--- config.mk ---
export PLATFORM = sky130hd
export DESIGN_NAME = neuron_layer_driver
export DESIGN_NICKNAME = d
export VERILOG_FILES = /design/src/rtl/neuron_layer_driver.sv
export SDC_FILE = /design/constraint.sdc
export NUM_CORES = 1
export LEC_CHECK = 0
export ABC_AREA = 1
export BUFFER_PORTS_ARGS = -buffer_cell sky130_fd_sc_hd__buf_2
export CORE_MARGIN = 4
export CORE_UTILIZATION = 45
export DETAILED_ROUTE_END_ITERATION = 16
export GPL_ROUTABILITY_DRIVEN = 0
export PLACE_DENSITY = 0.71
export SLEW_MARGIN = 20
export SYNTH_ARGS = -nofsm -noshare
export SYNTH_HDL_FRONTEND = slang
export SYNTH_SLANG_ARGS = --single-unit
--- constraint.sdc ---
create_clock -name clk -period 3.6 [get_ports clk]
set_input_delay 0.72 -clock clk [delete_from_list [all_inputs] [get_ports clk]]
set_output_delay 0.72 -clock clk [all_outputs]
set_load 0.02 [all_outputs]
--- src/rtl/neuron_layer_driver.sv ---
// neuron_layer_driver
// Drives one layer of free-running fixed-point neurons that share one input
// vector. Input vectors are presented on the fixed neuron pass boundary. The
// bias-only priming pass after reset is discarded. Captured output vectors are
// queued in a 2-entry FIFO that drains on a valid/ready stream.
// Optional build macro NEURON_LAYER_ARGMAX_EN adds out_class. out_class is the
// index of the largest signed output element, computed when the vector is
// pushed and stored with each FIFO entry.
module neuron_layer_driver #(
    parameter int DATA_WIDTH = 8,
    parameter int N_IN       = 4,
    parameter int N_OUT      = 3,
    parameter int PASS_LEN   = 7,
    localparam int CLASS_W   = (N_OUT > 1) ? $clog2(N_OUT) : 1
) (
    input  logic                        clk,
    input  logic                        rst,
    input  logic                        in_valid,
    output logic                        in_ready,
    input  logic [N_IN*DATA_WIDTH-1:0]  in_data,
    output logic                        neuron_en,
    output logic                        neuron_run,
    output logic [N_IN*DATA_WIDTH-1:0]  neuron_x,
    input  logic [N_OUT*DATA_WIDTH-1:0] neuron_y,
    output logic                        out_valid,
    input  logic                        out_ready,
`ifdef NEURON_LAYER_ARGMAX_EN
    output logic [CLASS_W-1:0]          out_class,
`endif
    output logic [N_OUT*DATA_WIDTH-1:0] out_data
);

    localparam int PHASE_W = (PASS_LEN > 1) ? $clog2(PASS_LEN) : 1;
    localparam logic [PHASE_W-1:0] LAST_PHASE = PHASE_W'(PASS_LEN - 1);

    typedef enum logic [1:0] {
        RESET_WAIT,
        PRIME,
        RUN
    } state_t;

    state_t                        state_q, state_d;
    logic [PHASE_W-1:0]            phase_q, phase_d;
    logic                          primed_q, primed_d;
    logic                          inflight_q, inflight_d;
    logic                          run_q, run_d;
    logic [N_IN*DATA_WIDTH-1:0]    x_q, x_d;
    logic [1:0]                    count_q, count_d;
    logic                          wr_ptr_q, wr_ptr_d;
    logic                          rd_ptr_q, rd_ptr_d;
    logic [N_OUT*DATA_WIDTH-1:0]   mem_q [2];
    logic [N_OUT*DATA_WIDTH-1:0]   mem_d [2];

    logic       last_phase;
    logic       pop;
    logic       push;
    logic       accept;
    logic [2:0] credit_used;

    // Pass boundary: the neuron output-valid cycle, which is also the cycle
    // before the neurons load their next input.
    assign last_phase  = (state_q == RUN) && (phase_q == LAST_PHASE);
    assign out_valid   = (count_q != 2'd0);
    assign pop         = out_valid && out_ready;
    // Slots already promised: queued entries plus the sample being computed,
    // less whatever leaves on this edge. One free slot is needed to accept.
    assign credit_used = {1'b0, count_q} + {2'b00, inflight_q} - {2'b00, pop};
    assign in_ready    = last_phase && (credit_used <= 3'd1);
    assign accept      = in_valid && in_ready;
    assign push        = last_phase && primed_q && inflight_q;

    assign neuron_en   = run_q;
    assign neuron_run  = run_q;
    assign neuron_x    = x_q;
    assign out_data    = mem_q[rd_ptr_q];

    // Sequencer next state: start-up, priming, and the free-running pass counter
    always_comb begin
        state_d    = state_q;
        phase_d    = phase_q;
        primed_d   = primed_q;
        inflight_d = inflight_q;
        run_d      = run_q;
        x_d        = accept ? in_data : x_q;
        case (state_q)
            RESET_WAIT: begin
                run_d   = 1'b1;
                state_d = PRIME;
            end
            PRIME: begin
                phase_d = '0;
                state_d = RUN;
            end
            RUN: begin
                if (last_phase) begin
                    phase_d    = '0;
                    primed_d   = 1'b1;
                    inflight_d = accept;
                end else begin
                    phase_d = phase_q + PHASE_W'(1);
                end
            end
            default: begin
                state_d = RESET_WAIT;
            end
        endcase
    end

    // FIFO next state: write on capture, advance the head on pop
    always_comb begin
        mem_d    = mem_q;
        wr_ptr_d = wr_ptr_q;
        rd_ptr_d = rd_ptr_q;
        if (push) begin
            mem_d[wr_ptr_q] = neuron_y;
            wr_ptr_d        = ~wr_ptr_q;
        end
        if (pop) begin
            rd_ptr_d = ~rd_ptr_q;
        end
        count_d = count_q + {1'b0, push} - {1'b0, pop};
    end

    // Sequencer and FIFO registers
    always_ff @(posedge clk or posedge rst) begin
        if (rst) begin
            state_q    <= RESET_WAIT;
            phase_q    <= '0;
            primed_q   <= 1'b0;
            inflight_q <= 1'b0;
            run_q      <= 1'b0;
            x_q        <= '0;
            count_q    <= 2'd0;
            wr_ptr_q   <= 1'b0;
            rd_ptr_q   <= 1'b0;
            mem_q      <= '{default: '0};
        end else begin
            state_q    <= state_d;
            phase_q    <= phase_d;
            primed_q   <= primed_d;
            inflight_q <= inflight_d;
            run_q      <= run_d;
            x_q        <= x_d;
            count_q    <= count_d;
            wr_ptr_q   <= wr_ptr_d;
            rd_ptr_q   <= rd_ptr_d;
            mem_q      <= mem_d;
        end
    end

`ifdef NEURON_LAYER_ARGMAX_EN
    logic signed [DATA_WIDTH-1:0] y_elem [N_OUT];
    logic [CLASS_W-1:0]           best_idx;
    logic [CLASS_W-1:0]           class_q [2];
    logic [CLASS_W-1:0]           class_d [2];

    // Split the packed neuron outputs into signed elements
    for (genvar gi = 0; gi < N_OUT; gi++) begin : g_y_elem
        assign y_elem[gi] = neuron_y[gi*DATA_WIDTH +: DATA_WIDTH];
    end

    // Argmax: strict greater-than keeps the lowest index on ties
    always_comb begin
        logic signed [DATA_WIDTH-1:0] best_val;
        best_idx = '0;
        best_val = y_elem[0];
        for (int i = 1; i < N_OUT; i++) begin
            if (y_elem[i] > best_val) begin
                best_val = y_elem[i];
                best_idx = CLASS_W'(i);
            end
        end
    end

    // Class storage next state, written alongside the data entry
    always_comb begin
        class_d = class_q;
        if (push) begin
            class_d[wr_ptr_q] = best_idx;
        end
    end

    // Class storage registers
    always_ff @(posedge clk or posedge rst) begin
        if (rst) begin
            class_q <= '{default: '0};
        end else begin
            class_q <= class_d;
        end
    end

    assign out_class = class_q[rd_ptr_q];
`endif

endmodule

# Word-level counts from Yosys, hierarchy flattened
# Cells that the tools add are included.
word_totals:
  reg_bits: 92
  input_bits: 60
  elab_cells: 47
  output_inout_bits: 60
op_classes:
  add_sub_neg: 5
  order_cmp: 4
  bitwise_logic: 4
  muxes: 9
  n_reduce_logical: 11
  n_eq_ne: 3
op_table:
  columns: ["cell", "n"]
  rows:
  - ["2-to-1 mux 24 bit", 4]
  - ["bitwise mux 48 bit", 1]
  - ["demux 24 bit (select 1 bit)", 1]
  - ["logical AND 1 bit", 7]
  - ["one-hot mux 2 bit (3 select lines)", 1]
  - ["one-hot mux 3 bit (2 select lines)", 1]
  - ["greater-or-equal comparator 2 bit (second input constant)", 2]
  - ["NOT 1 -> 2 bit", 2]
  - ["nonzero test 2 bit", 2]
  - ["adder 2 x 1 -> 3 bit", 1]
  - ["adder 3 x 1 -> 3 bit (second input constant)", 1]
  - ["== test 3 bit (second input constant)", 1]
  - ["<= comparator 3 x 1 -> 1 bit (second input constant)", 1]
  - ["2-to-1 mux 3 bit", 1]
  - ["subtractor 3 x 1 -> 3 bit", 1]
  - ["adder 2 x 1 -> 2 bit", 1]
  - ["== test 2 x 1 -> 1 bit (second input constant)", 1]
  - ["== test 2 bit (second input constant)", 1]
  - ["zero test 2 bit", 1]
  - ["less-than comparator 2 x 1 -> 1 bit (second input constant)", 1]
  - ["NOT 1 bit", 2]
  - ["AND reduction 2 bit", 1]
  - ["subtractor 2 x 1 -> 2 bit", 1]

# Longest topological paths before layout
depth:
  word_depth: 6
  mapped_depth: 15
  mapped_depth_nobuf: 14

# Least setup slack after synthesis
# No wires, ideal clock.
synth_path:
  path_kind: "register -> output"
  startpoint: "register count_q[1]"
  endpoint: "output port in_ready"
  n_path_buf: 0
  arrival_time_ns: 2.407
  t_required_ns: 2.880
  slack_ns: 0.473
  path_stages_with_launch: 12
  path_cell_list: "dfrtp_1 > or2_2 > nand2_1 > inv_1 > ha_1 > inv_1 > ha_1 > inv_1 > fa_1 > inv_1 > a21oi_2 > and2_1"
synth_via:
  elab_chain_len: 5
  elab_cells_between_ends: 6
  classes_between: "add/sub (2); order compare (1); reduce/logical (3)"
synth_lines:
  columns: ["item", "line_no", "rtl"]
  rows:
  - ["from (decl)", "48", "logic [1:0] count_q, count_d;"]
  - ["from (signal assigned)", "144", "count_q <= count_d;"]
  - ["nonzero test 2 bit", "63", "assign out_valid = (count_q != 2'd0);"]
  - ["via out_valid", "25", "output logic out_valid,"]
  - ["logical AND 1 bit", "64", "assign pop = out_valid && out_ready;"]
  - ["via pop", "55", "logic pop;"]
  - ["subtractor 3 x 1 -> 3 bit", "67", "assign credit_used = {1'b0, count_q} + {2'b00, inflight_q} - {2'b00, pop};"]
  - ["<= comparator 3 x 1 -> 1 bit", "68", "assign in_ready = last_phase && (credit_used <= 3'd1);"]
  - ["logical AND 1 bit", "68", null]
  - ["to (decl)", "19", "output logic in_ready,"]
# The timed path passes the listed nets, and every way through them passes these cells.

# Worst setup path after layout
layout_path:
  startpoint: "register count_q[1]"
  endpoint: "output port in_ready"
layout_via:
  elab_chain_len: 5
  elab_cells_between_ends: 6
  classes_between: "add/sub (2); order compare (1); reduce/logical (3)"
layout_lines:
  columns: ["item", "line_no"]
  rows:
  - ["nonzero test 2 bit", "63"]
  - ["logical AND 1 bit", "64"]
  - ["via pop", "55"]
  - ["subtractor 3 x 1 -> 3 bit", "67"]
  - ["<= comparator 3 x 1 -> 1 bit", "68"]
  - ["logical AND 1 bit", "68"]
# The timed path passes the listed nets, and every way through them passes these cells.

==> flow_metrics.py <==
metrics = {
    "sta": {
        "setup_ws_ns": 0.188,
        "fin_crit_sh_pct": 94.8,
        "setup_viol": 0,
        "hold_viol": 0,
        "rsz0062_at_grt": "no",
        "worst_pin_slew_ns": 0.898,
        "setup_tns_ns": 0,
        "period_needed_ns": 3.41,
        "drv_slew": 0,
        "skew_ns": 0.0125,
        "fmax_mhz": 293,
        "relSlewSlack_pct": 39.9,
    },
    "finish": {
        "seqCellArea_um2": 2300,
        "num_antenna_cells": 0,
        "area_growth_pct": 20.0,
        "drive_gt1_share_pct": 27.6,
        "final_nets": 650,
        "multiInputGateArea_um2": 1520,
        "num-fill-cells": 827,
        "postLayoutCoreUtil_pct": 56.3,
    },
    "power": {
        "irDropWorstVdd_v": 0.000454,
        "power_frac_clock_pct": 16.8,
        "intPower_mw": 2.52,
        "p_leak_nw": 2.84,
        "p_sw_share_pct": 42.6,
        "seqPwrFrac_pct": 38.5,
        "power.density_nw_per_um2": 883,
        "combPwrFrac_pct": 44.8,
        "p_switching_mw": 1.87,
    },
    "yosys": {
        "ys_warn_count": 0,
        "synth_area_per_cell_um2": 8.81,
        "synthDistinctLibCells": 27,
        "syn-num-nets": 542,
        "ys_ff_latch": 92,
        "synthCells": 471,
        "mappedNetlistArea_um2": 4150,
        "ys_seq_area_share_pct": 55.5,
    },
    "worst_setup_path": {
        "r2r_slack_ns": 0.51,
        "path_max_fanout": 3,
        "slowest_delay_ns": 0.47,
        "cp_top_family": "adder cells",
        "critPathCaptureType": "output pin",
        "crit_top_cell": "inv_1",
        "setup.worst_path.class": "flip-flop to output pin",
        "worst_path_max_delay_cell": "fa_1",
        "crit_path_start_kind": "flip-flop",
        "cp.arrival_ns": 2.69,
        "timing.critical_path.cells": "or2_2 > nand2_1 > inv_1 > ha_1 > inv_1 > ha_1 > inv_1 > fa_1 > inv_1 > a21oi_2 > and2_1 > buf_2",
        "critPathRequiredTime_ns": 2.88,
        "critPathBufInv": 5,
    },
    "die": {
        "ios": 120,
        "fp.dieH_um": 104,
        "start_util_pct": 46.9,
        "rows": 34,
        "chipWidth_um": 104,
        "core_area_um2": 8850,
        "dieArea_um2": 10800,
    },
    "route": {
        "initialDrtViolationCount": 152,
        "via_per_inst": 4.93,
        "routed_wl_um": 9220,
        "vias": 3411,
        "dr.pass1.iters": 4,
        "drc": 0,
        "final_antenna_net_count": 0,
        "wl_per_cell_um": 13.3,
    },
    "place": {
        "pre_cts_ws_ns": 0.335,
        "dp_hpwl_um": 6240,
        "portBuffers": 119,
    },
    "clock_tree": {
        "numCtsBuffers": 9,
        "root_buffer": "clkbuf_8",
        "cts_max_path_buffers": 2,
        "insertion_delay_ns": 0.35,
        "htree_levels": 3,
        "clock_sinks": 92,
        "cts_tree": "built",
        "ctsHoldBuffers": 0,
        "clk_pin_slew_ns": 0.08,
    },
    "flow_run": {
        "maxCapViolations": 0,
    },
    "grt": {
        "grt_pass1_wl_um": 15700,
        "grt_usage_pct": 17.6,
        "grt_pass1_vias": 3211,
        "overflow": 0,
        "grt_max_degree": 93,
        "antenna_found_initial": 0,
    },
    "status": {
        "status": "completed",
    },
    "worst_hold_path": {
        "hold_class": "flip-flop to flip-flop",
    },
}
==> layout by cell type (no fill, tap or decap), drive strengths merged, types with 3 or more instances in the layout <==
cell,count
nand3,4
nor2,5
clkinv,3
or2,3
o21ai,49
ha,10
nand2,193
a21oi,5
clkbuf,12
nand4,32
buf,127
dfrtp,92
inv,40
==> worst reg2reg max path, delay by kind of cell (launching register included) <==
family                     cells  cell delay (ns)
AOI/OAI and AO/OA              1             0.14
adders and majority gates      3             0.86
buffers and inverters          6             0.78
DFF                            1             0.42
and+or+nand+nor                5             0.79
==> sequential cells by signal, summed over array words and instances, names as in the netlist <==
| signal | flops |
|---|---|
| phase_q | 3 |
| rd_ptr_q | 1 |
| neuron_x | 32 |
| neuron_en | 1 |
| count_q | 2 |
| mem_q | 48 |
| wr_ptr_q | 1 |
| primed_q | 1 |
| state_q | 2 |
| inflight_q | 1 |
==> final timing paths <==
path,startpoint,to,cells past startpoint
min in group asynchronous,rst,neuron_x[26]$_DFFE_PP0P_,2
setup reg to reg,count_q[1]$_DFF_PP0_,neuron_x[28]$_DFFE_PP0P_,15
hold / removal,neuron_x[30]$_DFFE_PP0P_,neuron_x[30]$_DFFE_PP0P_,2
setup / recovery,count_q[1]$_DFF_PP0_,in_ready,12
hold reg to reg,neuron_x[30]$_DFFE_PP0P_,neuron_x[30]$_DFFE_PP0P_,2
max in group asynchronous,rst,count_q[1]$_DFF_PP0_,2
==> Yosys cell counts (all sizes together) <==
| cell | n | area (um2) |
|---|---|---|
| dfrtp | 92 | 2300 |
| ha | 10 | 125 |
| xnor2 | 2 | 17.5 |
| clkinv | 1 | 3.75 |
| nor2 | 5 | 33.8 |
| clkbuf | 8 | 30.0 |
| and2 | 1 | 6.26 |
| o21ai | 49 | 279 |
| or2 | 3 | 18.8 |
| nand4 | 32 | 200 |
| a21oi | 5 | 28.8 |
| buf | 22 | 146 |
| nand2 | 193 | 729 |
| inv | 40 | 150 |
| xor2 | 1 | 8.76 |
| nand3 | 4 | 37.5 |
| o22ai | 2 | 12.5 |
| fa | 1 | 20.0 |
==> what timing repair did <==
item | CTS | global route
buffers inserted | 0 | 2
endpoints found under the setup margin | 0 | 1
resized for setup | 0 | 1
hold endpoints to repair | 0 | 0
==> per-stage QoR <==
stage / total power [mW] / area, um2 / cells / hold slack [ns]
after floorplan: 3.00 / 4150 / 471 / 0.439
after global placement: 3.61 / 4750 / 674 / 0.451
after detailed placement: 3.68 / 4750 / 674 / 0.458
after CTS: 4.43 / 4960 / 690 / 0.480
after global routing: 4.75 / 4980 / 692 / 0.498
final: 4.40 / 4980 / 692 / 0.473
==> cell families (layout without fill, tap and decap cells) <==
logic type / Yosys count / in the layout / share of synthesized area [%]
simple gates: 238 / 238 / 24.7
xor+xnor: 3 / 3 / 0.633
fa+ha+maj: 11 / 11 / 3.50
buf+inv: 71 / 184 / 7.96
compound gates: 56 / 56 / 7.72
flops: 92 / 92 / 55.5
==> power groups by stage <==
stage | clock network, mW | registers, mW | logic (mW)
2_1_floorplan | 0 | 1.87 | 1.13
3_3_place_gp | 0 | 1.70 | 1.92
3_5_place_dp | 0 | 1.71 | 1.97
4_1_cts | 0.759 | 1.70 | 1.97
5_1_grt | 0.812 | 1.75 | 2.19
6_report | 0.737 | 1.69 | 1.97
==> final cells by class <==
| type | count | area share (%) |
|---|---|---|
| sequential | 92 | 46.3 |
| tap | 108 | 2.71 |
| multi-input combinational | 308 | 30.5 |
| timing repair buffer | 127 | 13.2 |
| clock buffer | 12 | 2.71 |
| inverter | 41 | 3.19 |
| clock inverter | 4 | 1.48 |
==> metal layers <==
layer / vias up / global-route usage (%) / share of wire [%]
met5: - / 0 / 0
met4: 0 / 5.70 / 1.2
met3: 10 / 4.78 / 7.5
met2: 122 / 27.6 / 46
met1: 1579 / 23.8 / 45
li1: 1700 / - / -
Power figures use the tool's default switching activity.
